File: src/rtl/grant_owner_tracker_if.sv
// Bus bundle between the grant source, the clients and the ownership tracker.
// Handshake: a beat transfers on a rising clk edge where tgt_valid_o and
// tgt_ready_i are both high; once raised, tgt_valid_o stays high until the
// final (tgt_last_o) beat has transferred, and the target may hold
// tgt_ready_i low for any number of cycles.
interface grant_owner_tracker_if #(
  parameter int N     = 32,
  parameter int LEN_W = 4
);
  localparam int IDW = (N > 1) ? $clog2(N) : 1;

  logic [N-1:0]       gnt_i;
  logic [N*LEN_W-1:0] beat_len_i;
  logic               tgt_ready_i;
  logic               tgt_valid_o;
  logic               tgt_last_o;
  logic [IDW-1:0]     owner_id_o;
  logic               busy_o;
  logic [N-1:0]       ack_o;
  logic [N-1:0]       done_o;
  logic               onehot_err_o;
  // Debug view of the FSM state (0 = IDLE, 1 = BUSY).
  logic               dbg_state_o;

  // Tracker side.
  modport slave (
    input  gnt_i, beat_len_i, tgt_ready_i,
    output tgt_valid_o, tgt_last_o, owner_id_o, busy_o,
           ack_o, done_o, onehot_err_o, dbg_state_o
  );

  // Arbiter / client / target side.
  modport master (
    output gnt_i, beat_len_i, tgt_ready_i,
    input  tgt_valid_o, tgt_last_o, owner_id_o, busy_o,
           ack_o, done_o, onehot_err_o, dbg_state_o
  );
endinterface

File: src/rtl/grant_owner_tracker.sv
// Grant owner tracker: decodes a one-hot arbiter grant into an owner index,
// locks the shared target for a (len+1)-beat transfer and pulses per-client
// ack/done. A multi-hot grant seen while idle sets a sticky error flag.
// Every output comes from registers, so gnt_i has no path to any output.
module grant_owner_tracker #(
  parameter int N     = 32,
  parameter int LEN_W = 4
) (
  input  logic                 clk,
  input  logic                 reset,
  grant_owner_tracker_if.slave bus
);
  localparam int IDW = (N > 1) ? $clog2(N) : 1;

  typedef enum logic {
    IDLE = 1'b0,
    BUSY = 1'b1
  } state_t;

  state_t           state_q;
  logic [IDW-1:0]   owner_q;
  logic [LEN_W-1:0] len_q;
  logic [LEN_W-1:0] cnt_q;
  logic [N-1:0]     ack_q;
  logic [N-1:0]     done_q;
  logic             err_q;

  logic [N-1:0]     one_d;
  logic             gnt_any_d;
  logic             gnt_multi_d;
  logic [IDW-1:0]   cap_id_d;
  logic [LEN_W-1:0] cap_len_d;
  logic [N-1:0]     owner_onehot_d;
  logic             last_d;
  logic             beat_fire_d;

  // Grant decode: any/multi-hot detection, owner index and its length slice.
  always_comb begin
    one_d       = '0;
    one_d[0]    = 1'b1;
    gnt_any_d   = |bus.gnt_i;
    // Clearing the lowest set bit leaves something only if two or more bits were set.
    gnt_multi_d = |(bus.gnt_i & (bus.gnt_i - one_d));
    cap_id_d    = '0;
    cap_len_d   = '0;
    for (int k = 0; k < N; k++) begin
      if (bus.gnt_i[k]) begin
        cap_id_d  = IDW'(k);
        cap_len_d = bus.beat_len_i[k*LEN_W +: LEN_W];
      end
    end
  end

  // Owner index back to one-hot for the done pulse; beat and last-beat qualifiers.
  always_comb begin
    owner_onehot_d = '0;
    for (int k = 0; k < N; k++) begin
      owner_onehot_d[k] = (owner_q == IDW'(k));
    end
    last_d      = (state_q == BUSY) && (cnt_q == len_q);
    beat_fire_d = (state_q == BUSY) && bus.tgt_ready_i;
  end

  // Ownership FSM with registered pulses, beat counter and sticky error.
  always_ff @(posedge clk or posedge reset) begin
    if (reset) begin
      state_q <= IDLE;
      owner_q <= '0;
      len_q   <= '0;
      cnt_q   <= '0;
      ack_q   <= '0;
      done_q  <= '0;
      err_q   <= 1'b0;
    end else begin
      ack_q  <= '0;
      done_q <= '0;
      case (state_q)
        IDLE: begin
          if (gnt_multi_d) begin
            err_q <= 1'b1;
          end else if (gnt_any_d) begin
            owner_q <= cap_id_d;
            len_q   <= cap_len_d;
            cnt_q   <= '0;
            ack_q   <= bus.gnt_i;
            state_q <= BUSY;
          end
        end
        BUSY: begin
          if (beat_fire_d) begin
            if (last_d) begin
              // Counter is left alone on the last beat so len = all-ones never wraps.
              state_q <= IDLE;
              done_q  <= owner_onehot_d;
            end else begin
              cnt_q <= cnt_q + LEN_W'(1);
            end
          end
        end
        default: state_q <= IDLE;
      endcase
    end
  end

  assign bus.tgt_valid_o  = (state_q == BUSY);
  assign bus.busy_o       = (state_q == BUSY);
  assign bus.tgt_last_o   = last_d;
  assign bus.owner_id_o   = owner_q;
  assign bus.ack_o        = ack_q;
  assign bus.done_o       = done_q;
  assign bus.onehot_err_o = err_q;
  assign bus.dbg_state_o  = state_q;
endmodule

File: src/flat_wrapper.sv
// flat-port wrapper written by rule: the top's interface ports become plain ports
module grant_owner_tracker_flat 
#(
  parameter int N     = 32,
  parameter int LEN_W = 4
)
  (clk, reset, bus_gnt_i, bus_beat_len_i, bus_tgt_ready_i, bus_tgt_valid_o, bus_tgt_last_o, bus_owner_id_o, bus_busy_o, bus_ack_o, bus_done_o, bus_onehot_err_o, bus_dbg_state_o);
  grant_owner_tracker_if #(.N(N), .LEN_W(LEN_W)) bus_i ();
  input  logic clk;
  input  logic reset;
  input wire logic [$bits(bus_i.gnt_i)-1:0] bus_gnt_i;
  input wire logic [$bits(bus_i.beat_len_i)-1:0] bus_beat_len_i;
  input wire logic [$bits(bus_i.tgt_ready_i)-1:0] bus_tgt_ready_i;
  output wire logic [$bits(bus_i.tgt_valid_o)-1:0] bus_tgt_valid_o;
  output wire logic [$bits(bus_i.tgt_last_o)-1:0] bus_tgt_last_o;
  output wire logic [$bits(bus_i.owner_id_o)-1:0] bus_owner_id_o;
  output wire logic [$bits(bus_i.busy_o)-1:0] bus_busy_o;
  output wire logic [$bits(bus_i.ack_o)-1:0] bus_ack_o;
  output wire logic [$bits(bus_i.done_o)-1:0] bus_done_o;
  output wire logic [$bits(bus_i.onehot_err_o)-1:0] bus_onehot_err_o;
  output wire logic [$bits(bus_i.dbg_state_o)-1:0] bus_dbg_state_o;
  assign bus_i.gnt_i = bus_gnt_i;
  assign bus_i.beat_len_i = bus_beat_len_i;
  assign bus_i.tgt_ready_i = bus_tgt_ready_i;
  assign bus_tgt_valid_o = bus_i.tgt_valid_o;
  assign bus_tgt_last_o = bus_i.tgt_last_o;
  assign bus_owner_id_o = bus_i.owner_id_o;
  assign bus_busy_o = bus_i.busy_o;
  assign bus_ack_o = bus_i.ack_o;
  assign bus_done_o = bus_i.done_o;
  assign bus_onehot_err_o = bus_i.onehot_err_o;
  assign bus_dbg_state_o = bus_i.dbg_state_o;
  grant_owner_tracker #(.N(N), .LEN_W(LEN_W)) u_core (.clk(clk), .reset(reset), .bus(bus_i));
endmodule
File: config.mk
export PLATFORM = sky130hd
export DESIGN_NAME = grant_owner_tracker_flat
export DESIGN_NICKNAME = d
export VERILOG_FILES = /design/src/rtl/grant_owner_tracker_if.sv /design/src/rtl/grant_owner_tracker.sv /design/src/flat_wrapper.sv
export SDC_FILE = /design/constraint.sdc
export NUM_CORES = 1
export LEC_CHECK = 0
export CORE_UTILIZATION = 37
export DETAILED_ROUTE_END_ITERATION = 10
export GPL_TIMING_DRIVEN = 1
export PLACE_DENSITY = 0.8
export SETUP_SLACK_MARGIN = 0.02
export SLEW_MARGIN = 30
export SYNTH_ARGS = -nofsm -noshare
export SYNTH_HDL_FRONTEND = slang
export SYNTH_SLANG_ARGS = --single-unit
File: constraint.sdc
create_clock -name clk -period 2.81 [get_ports clk]
set_clock_uncertainty 0.2 [all_clocks]
set_input_delay 0.7025 -clock clk [delete_from_list [all_inputs] [get_ports clk]]
set_output_delay 0.7025 -clock clk [all_outputs]
set_load 0.01 [all_outputs]
==> Yosys cells after proc, flatten, opt, wreduce, memory -nomap -nowiden <==
Index checks and enable logic that the tools add are counted.
{ "totals": {"register_bits": 79, "latchBits": 0, "mem_bits_rw": 0, "rom_bits": 0, "word_cells": 135, "mem_count": 0} }
{ "classes": {"addsub": 2, "multipliers": 0, "n_div": 0, "order_cmp": 0, "eq_ne": 36, "shift": 0, "n_mux": 79, "bitwise": 3, "n_reduce_logical": 8} }
{ "op_table": {"columns": ["cell", "count"], "rows": [
  ["two-way mux 32 bit", 6],
  ["two-way mux 5 bit", 30],
  ["two-way mux 4 bit", 36],
  ["equality test 5 bit, second input constant", 16],
  ["OR reduction 32 bit", 2],
  ["equality test 5 x 4 -> 1 bit, second input constant", 8],
  ["bitwise AND 32 bit", 1],
  ["subtractor 32 x 1 -> 32 bit, second input constant", 1],
  ["equality test 5 x 3 -> 1 bit, second input constant", 4],
  ["equality test 5 x 2 -> 1 bit, second input constant", 2],
  ["one-hot mux 4 bit (2 select lines)", 1],
  ["!= test 2 bit, second input constant", 3],
  ["equality test 5 x 1 -> 1 bit, second input constant", 1],
  ["zero test 5 bit", 1],
  ["two-way mux 1 bit", 5],
  ["adder 4 x 1 -> 4 bit, second input constant", 1],
  ["equality test 4 bit", 1],
  ["AND reduction 4 bit", 1],
  ["AND reduction 3 bit", 1],
  ["logical AND 1 bit", 2],
  ["!= test 2 x 1 -> 1 bit, second input constant", 1],
  ["NOT 1 bit", 2],
  ["one-hot mux 1 bit (2 select lines)", 1],
  ["AND reduction 2 bit", 1]
]} }

==> Logic depth before layout (Yosys ltp) <==
Gate-level depths: netlist of the first run.
{ "logic_depth": {"ltp_word": 32, "ltp_mapped": 10} }

==> Worst setup path before layout of the first run <==
OpenSTA, ideal clock, no wires.
{ "synth_timing": {"path_type": "input -> register", "start": "input bus_gnt_i[1]", "end": "register u_core.owner_q[0] (netlist: u_core.bus.owner_id_o[0])", "arrival_ps": 3075, "required_ps": 2485, "path_slack_ps": -590, "stages": 9, "path_buffers": 2, "cell_sequence": "buf_6 nor4_4 nand4_1 o31a_1 or4_1 nor4_2 and3_1 buf_6 mux2_2"} }
{ "synth_via": {"elab_chain_cells": 31} }
{ "synth_rtl": {"columns": ["item", "line_no", "source"], "rows": [
  ["start: declaration", "flat_wrapper.sv:11", "input wire logic [$bits(bus_i.gnt_i)-1:0] bus_gnt_i;"],
  ["two-way mux 1 bit", "grant_owner_tracker.sv:47", "if (bus.gnt_i[k]) begin"],
  ["two-way mux 5 bit (30 in series)", "grant_owner_tracker.sv:47", null],
  ["end signal: assignment", "grant_owner_tracker.sv:82", "owner_q <= cap_id_d;"],
  ["end: declaration", "grant_owner_tracker.sv:21", "logic [IDW-1:0] owner_q;"]
]} }
Several ways; a longest one is shown, not always the timed one.
A chain may end at the register's enable or synchronous reset.

==> Final worst setup path of the first run <==
{ "layout_timing": {"start": "input bus_gnt_i[26]", "end": "register u_core.owner_q[0] (netlist: u_core.bus.owner_id_o[0])"} }
{ "layout_via": {"elab_chain_cells": 6} }
{ "layout_rtl": {"columns": ["item"], "rows": [
  ["parallel branches: the longest is 6 deep, another holds subtractor 32 x 1 -> 32 bit"]
]} }
Several ways; the timed one is not identified.

==> flow_summary.ini, run 1 <==
[sta]
slew_headroom_pct = 62.1
hold_violations = 0
finalCriticalPeriod_ns = 3.13
final_min_period_over_clock_period_pct = 112
fin_ws_ns = -0.324
worst_slew_pin_slew_ns = 0.563
setup_viol = 47
fin_tns_setup_ns = -9.84
rsz0062_at_grt = true
slew_viol_final = 0
fmax_mhz = 319

[global_route]
grt_pass1_wl_mm = 27.6
grt_pass1_vias = 5543
grt.total_usage_pct = 27.5
antenna_found_initial = 0
grt_max_degree = 80
grt_overflow = 0

[layout]
stdcell_count = 1019
diodes = 0
layout.nets = 1010
area_delta_synth_final_pct = 79.1
drive_above_1_share_pct = 20.3

[critical_path]
rr_worst_depth = 6
reg2reg_slack_ns = 0.59
r2r_end = u_core.bus.done_o[18]
critPathMaxFanout = 5
critical-path-max-stage-delay_ns = 0.50
end_kind = flop
cp_cell_sequence = clkdlybuf4s50_1 > buf_4 > buf_4 > nor4_1 > a21oi_1 > nor4_4 > and3_4 > buf_6 > mux2_4
timing.rr.start = u_core.cnt_q[2]
start_kind = input pin
worst_path_max_delay_cell = clkdlybuf4s50_1
critPathRequiredTime_ns = 2.82
endpoint = u_core.bus.owner_id_o[0]
cp.arrival_ns = 3.15
cp-startpoint = bus_gnt_i[26]
crit_top_cell = buf_4
worstSetupPathType = input pin to flop

[drt]
topRoutingLayerUsed = met4
drt-initial-drc-count = 433
vias_per_cell = 5.52
wl_mm = 17.9
met2_wirelength_mm = 9.45
wl_per_cell_um = 17.6
num_vias = 5621
ant_nets = 0
route.met3.wl_mm = 1.23
dr.pass1.iters = 5
drc_errors = 0
wl_met1_mm = 6.74

[place]
place.gp.congestion = 0.996
io_buffers = 236
dp.cells = 992
dp_hpwl_mm = 14.2

[synth]
synth_warnings = 0
ys_types = 48
yosysSeqAreaShare_pct = 42.9
synthArstFlopShare_pct = 100
synth-seq-cells = 79
synth_edf_count = 0
synth_nets = 691
avgSynthCellArea_um2 = 8.75
synth.cell_area_mm2 = 0.00461
synthCells = 527
synthFlopType = dfrtp_1

[die]
die_x_um = 114
ioPinCount = 237
initial_core_util_pct = 38.2
core_mm2 = 0.0121
die_area_mm2 = 0.0129
fp.dieH_um = 114
row_count = 40

[outcome]
violations = setup timing
status = finished, violations left

[clock_tree]
cts-buffers-inserted = 9
clock_latency_ns = 0.32
path_clk_slew_ns = 0.06
cts_root_buf = clkbuf_16
clock_path_buffers = 2
cts_max_level = 3
cts_tree = done
postCtsHoldBufs = 0
clkSinkCount = 79

[power]
power.density_mw_per_mm2 = 346
worst_ir_drop_vdd_v = 0.000299
cellLeakagePower_uw = 0.00348

[hold_path]
hold_class = flop to flop

[run]
max_cap_violations = 0
==> per-layer routing <==
layer / GRT usage, % / up-vias
li1: - / 2573
met1: 32.7 / 2693
met2: 51.0 / 306
met3: 3.99 / 49
met4: 7.98 / 0
met5: 0 / -
==> report_power, final <==
group	total, uW	switching (uW)	internal (uW)	leakage [uW]
sequential	1140	0.00000841	1140	0.00107
clock	1100	479	618	0.000140
combinational	622	274	348	0.00227
total	2860	753	2100	0.00348
==> layout make-up <==
class                           instances  area, um^2
Fill cell                             976        3800
Timing Repair Buffer                  342        3150
Multi-Input combinational cell        389        2530
Sequential cell                        79        1980
Clock buffer                            9         225
Tap cell                              168         210
Inverter                               25        97.6
Clock inverter                          7        65.1
==> synthesized netlist by cell type (6+ instances only) <==
cell	n	share of area (%)
a21oi_1	37	4.0
a221o_1	20	4.3
a221oi_1	21	4.0
a31oi_1	7	0.95
and2_1	33	4.5
clkbuf_1	24	2.0
dfrtp_1	79	43
inv_1	25	2.0
nand2_1	28	2.3
nand2b_1	14	1.9
nand3_1	9	0.98
nor2_1	65	5.3
nor2b_1	16	2.2
nor3_1	20	2.2
nor4_1	17	2.3
o21ai_0	31	3.4
o31ai_1	6	0.98
or3_1	6	0.81
xor2_1	6	1.1
==> sequential cells by signal, summed over array words and instances, names as in the netlist <==
signal                   count
u_core.bus.onehot_err_o      1
u_core.bus.ack_o            32
u_core.bus.done_o           32
u_core.bus.owner_id_o        5
u_core.len_q                 4
u_core.cnt_q                 4
u_core.bus.busy_o            1
==> timing repair <==
action | 4_1_cts | 5_1_grt
setup endpoints to repair | 48 | 47
gates resized for setup | 115 | 13
setup buffers | 13 | 0
pin swaps | 17 | 10
gates cloned | 0 | 0
==> cells by family after synthesis <==
family / after synthesis / share of synthesized area [%]
flip-flops: 79 / 42.9
AND/OR/NAND/NOR: 224 / 25.2
adder cells (fa/ha/maj): 1 / 0.271
buffers and inverters: 59 / 6.02
XOR/XNOR: 6 / 1.14
AO/OA/AOI/OAI: 149 / 22.5
multiplexers: 9 / 2.06
==> through the flow <==
stage               hold WS [ns]  total power, uW  instance area [um^2]  util, %  worst slack, ns
global placement           0.286             1750                  7740     64.2            -1.12
global route               0.326             2960                  8260     68.5           -0.415
finish                     0.309             2860                  8260     68.5           -0.324
floorplan                  0.309             1350                  4630        -           -0.466
detailed placement         0.284             1760                  7740     64.2            -1.29
CTS                        0.309             2860                  8230     68.2           -0.344
==> worst max-delay path: cells and delay by family <==
kind	cells	cell delay (ns)
and+or+nand+nor	3	1.07
AOI/OAI and AO/OA	1	0.14
muxes	1	0.29
buffers and inverters	4	0.94
==> placed cells by master (no fill, tap or decap), types with 3 or more instances in the layout <==
cell type,count
clkdlybuf4s50_1,212
buf_4,96
dfrtp_1,79
nor2_1,62
a21oi_1,36
and2_1,31
o21ai_0,30
nand2_1,27
inv_1,24
a221oi_1,20
a221o_1,20
nor3_1,19
nor2b_1,16
nand2b_1,14
buf_2,12
nor4_1,11
buf_6,11
nand3_1,9
clkbuf_16,9
a31oi_1,7
nor4_4,7
or3_1,6
xor2_1,6
o31ai_1,5
o211ai_1,5
mux2i_1,5
mux2_4,4
nand4_1,4
o221ai_1,4
nor3b_1,4
nor2_2,3
o21a_1,3
clkinv_4,3
dlygate4sd2_1,3
==> how the worst min path moves through the flow <==
stage,startpoint,end,cells after the start
floorplan,u_core.len_q[0],u_core.len_q[0],2
global placement,u_core.bus.onehot_err_o,u_core.bus.onehot_err_o,1
detailed placement,u_core.bus.onehot_err_o,u_core.bus.onehot_err_o,1
CTS,u_core.bus.onehot_err_o,u_core.bus.onehot_err_o,1
global route,u_core.bus.onehot_err_o,u_core.bus.onehot_err_o,1
finish,u_core.bus.onehot_err_o,u_core.bus.onehot_err_o,1
No activity file was read; power rests on OpenSTA's default activity.
==> inputs of run 2 (changes only) <==
--- a/config.mk
+++ b/config.mk
@@ -8,7 +8,7 @@
 export CORE_UTILIZATION = 37
 export DETAILED_ROUTE_END_ITERATION = 10
 export GPL_TIMING_DRIVEN = 1
-export PLACE_DENSITY = 0.8
+export PLACE_DENSITY_LB_ADDON = 0.05
 export SETUP_SLACK_MARGIN = 0.02
 export SLEW_MARGIN = 30
 export SYNTH_ARGS = -nofsm -noshare
==> flow_summary.ini, run 2 (synthesis gave the netlist of run 1 again) <==
[critical_path]
critPathMaxFanout = 4
critPathRequiredTime_ns = 2.82
critical-path-max-stage-delay_ns = 0.55
crit_buf_inv = 2
end_kind = flop
start_kind = input pin
cp_cell_sequence = buf_8 > nor4_4 > buf_4 > nand4_1 > o32a_1 > or4_4 > nor4_4 > and3_2 > mux2_4
worstSetupPathType = input pin to flop
critPathTopFamily = simple AND/OR/NAND/NOR gates
worst_path_max_delay_cell = or4_4
crit_top_cell = nor4_4
cp.arrival_ns = 3.14

[sta]
worst_hold_slack_ns = 0.298
finalCriticalPeriod_ns = 3.13
slew_viol_final = 0
final_min_period_over_clock_period_pct = 111
slew_headroom_pct = 70.7
setup_viol = 47
worst_slew_pin_slew_ns = 0.438
fmax_mhz = 319
rsz0062_at_grt = true
hold_violations = 0
fin_ws_ns = -0.321

[clock_tree]
clock_latency_ns = 0.33
clock_path_buffers = 2
cts_max_level = 3
postCtsHoldBufs = 0
clkSinkCount = 79
cts_tree = done
cts-buffers-inserted = 9
cts_root_buf = clkbuf_16
path_clk_slew_ns = 0.05

[place]
place.gp.congestion = 0.874
dp_hpwl_mm = 13.9
dp_slack_ns = -1.27
io_buffers = 236

[drt]
num_vias = 5326
dr.pass1.iters = 5
drt-initial-drc-count = 436
wl_per_cell_um = 17.4
drc_errors = 0
vias_per_cell = 5.27
wl_mm = 17.5
ant_nets = 0

[layout]
final_common_cell = clkdlybuf4s50_1
seqCellArea_mm2 = 0.00198
layout.nets = 1002
diodes = 0
nFillCells = 992
area_delta_synth_final_pct = 78.5
drive_above_1_share_pct = 18.6
final_cell_mix = clkdlybuf4s50_1 (211), buf_4 (89), dfrtp_1 (79), nor2_1 (61), a21oi_1 (35)
multi_input_area_mm2 = 0.00253

[hold_path]
hold_class = flop to flop

[die]
core_mm2 = 0.0121
row_count = 40
die_area_mm2 = 0.0129
ioPinCount = 237
die_x_um = 114
fp.dieH_um = 114
initial_core_util_pct = 38.2

[power]
power.density_mw_per_mm2 = 351
cellLeakagePower_uw = 0.00346
worst_ir_drop_vdd_v = 0.000233

[global_route]
antenna_found_initial = 0
grt_pass1_wl_mm = 27.0
grt.total_usage_pct = 27.2
grt_overflow = 0
grt_max_degree = 80
grt_pass1_vias = 5345

[run]
max_cap_violations = 0

[outcome]
status = finished, violations left
violations = setup timing
run 2: area by class of cell:
cell class / count / share of cell area (%)
tap: 168 / 2.55
timing repair buffer: 333 / 37.8
sequential: 79 / 24.0
multi-input combinational: 390 / 30.8
inverter: 25 / 1.19
clock inverter: 3 / 0.517
clock buffer: 12 / 3.12
run 2: final timing paths:
check	slack (ns)	end	cells past startpoint	from
worst min register to register	0.30	u_core.bus.onehot_err_o	1	u_core.bus.onehot_err_o
worst min-delay path	0.30	u_core.bus.onehot_err_o	1	u_core.bus.onehot_err_o
worst max register to register	0.56	u_core.bus.done_o[4]	6	u_core.cnt_q[2]
min in group asynchronous	0.64	u_core.bus.done_o[27]	3	reset
max in group asynchronous	1.47	u_core.bus.ack_o[31]	3	reset
worst max-delay path	-0.32	u_core.bus.owner_id_o[2]	9	bus_gnt_i[8]
run 2: repair_timing:
action,CTS,global route
gates resized for setup,108,14
setup buffers,7,1
gates cloned,1,2
setup endpoints to repair,48,47
pin swaps,18,9
run 2: metal layers:
| metal | share of wire (%) | wire length, um | GRT usage [%] |
|---|---|---|---|
| met2 | 50 | 8740 | 46.5 |
| met3 | 6.8 | 1200 | 5.05 |
| met4 | 2.0 | 359 | 9.12 |
| met1 | 41 | 7230 | 34.5 |
| met5 | 0 | 0 | 0 |
run 2: metrics by stage:
stage          setup TNS [ns]  instances  cell area (um^2)  util, %  total power, uW
3_5_place_dp           -56.97        987              7700     63.9             1750
3_3_place_gp           -55.58        987              7700     63.9             1740
2_1_floorplan          -14.92        527              4630        -             1350
5_1_grt                -15.96       1010              8230     68.2             3000
4_1_cts                -14.30       1009              8190     67.9             2900
6_report               -11.31       1010              8230     68.2             2890
run 2: report_power, final:
group | total (uW) | internal (uW) | leakage (uW) | switching (uW)
registers | 1140 | 1140 | 0.00107 | 0.00000822
logic | 605 | 340 | 0.00225 | 265
clock network | 1150 | 729 | 0.000145 | 419
total | 2890 | 2210 | 0.00346 | 684
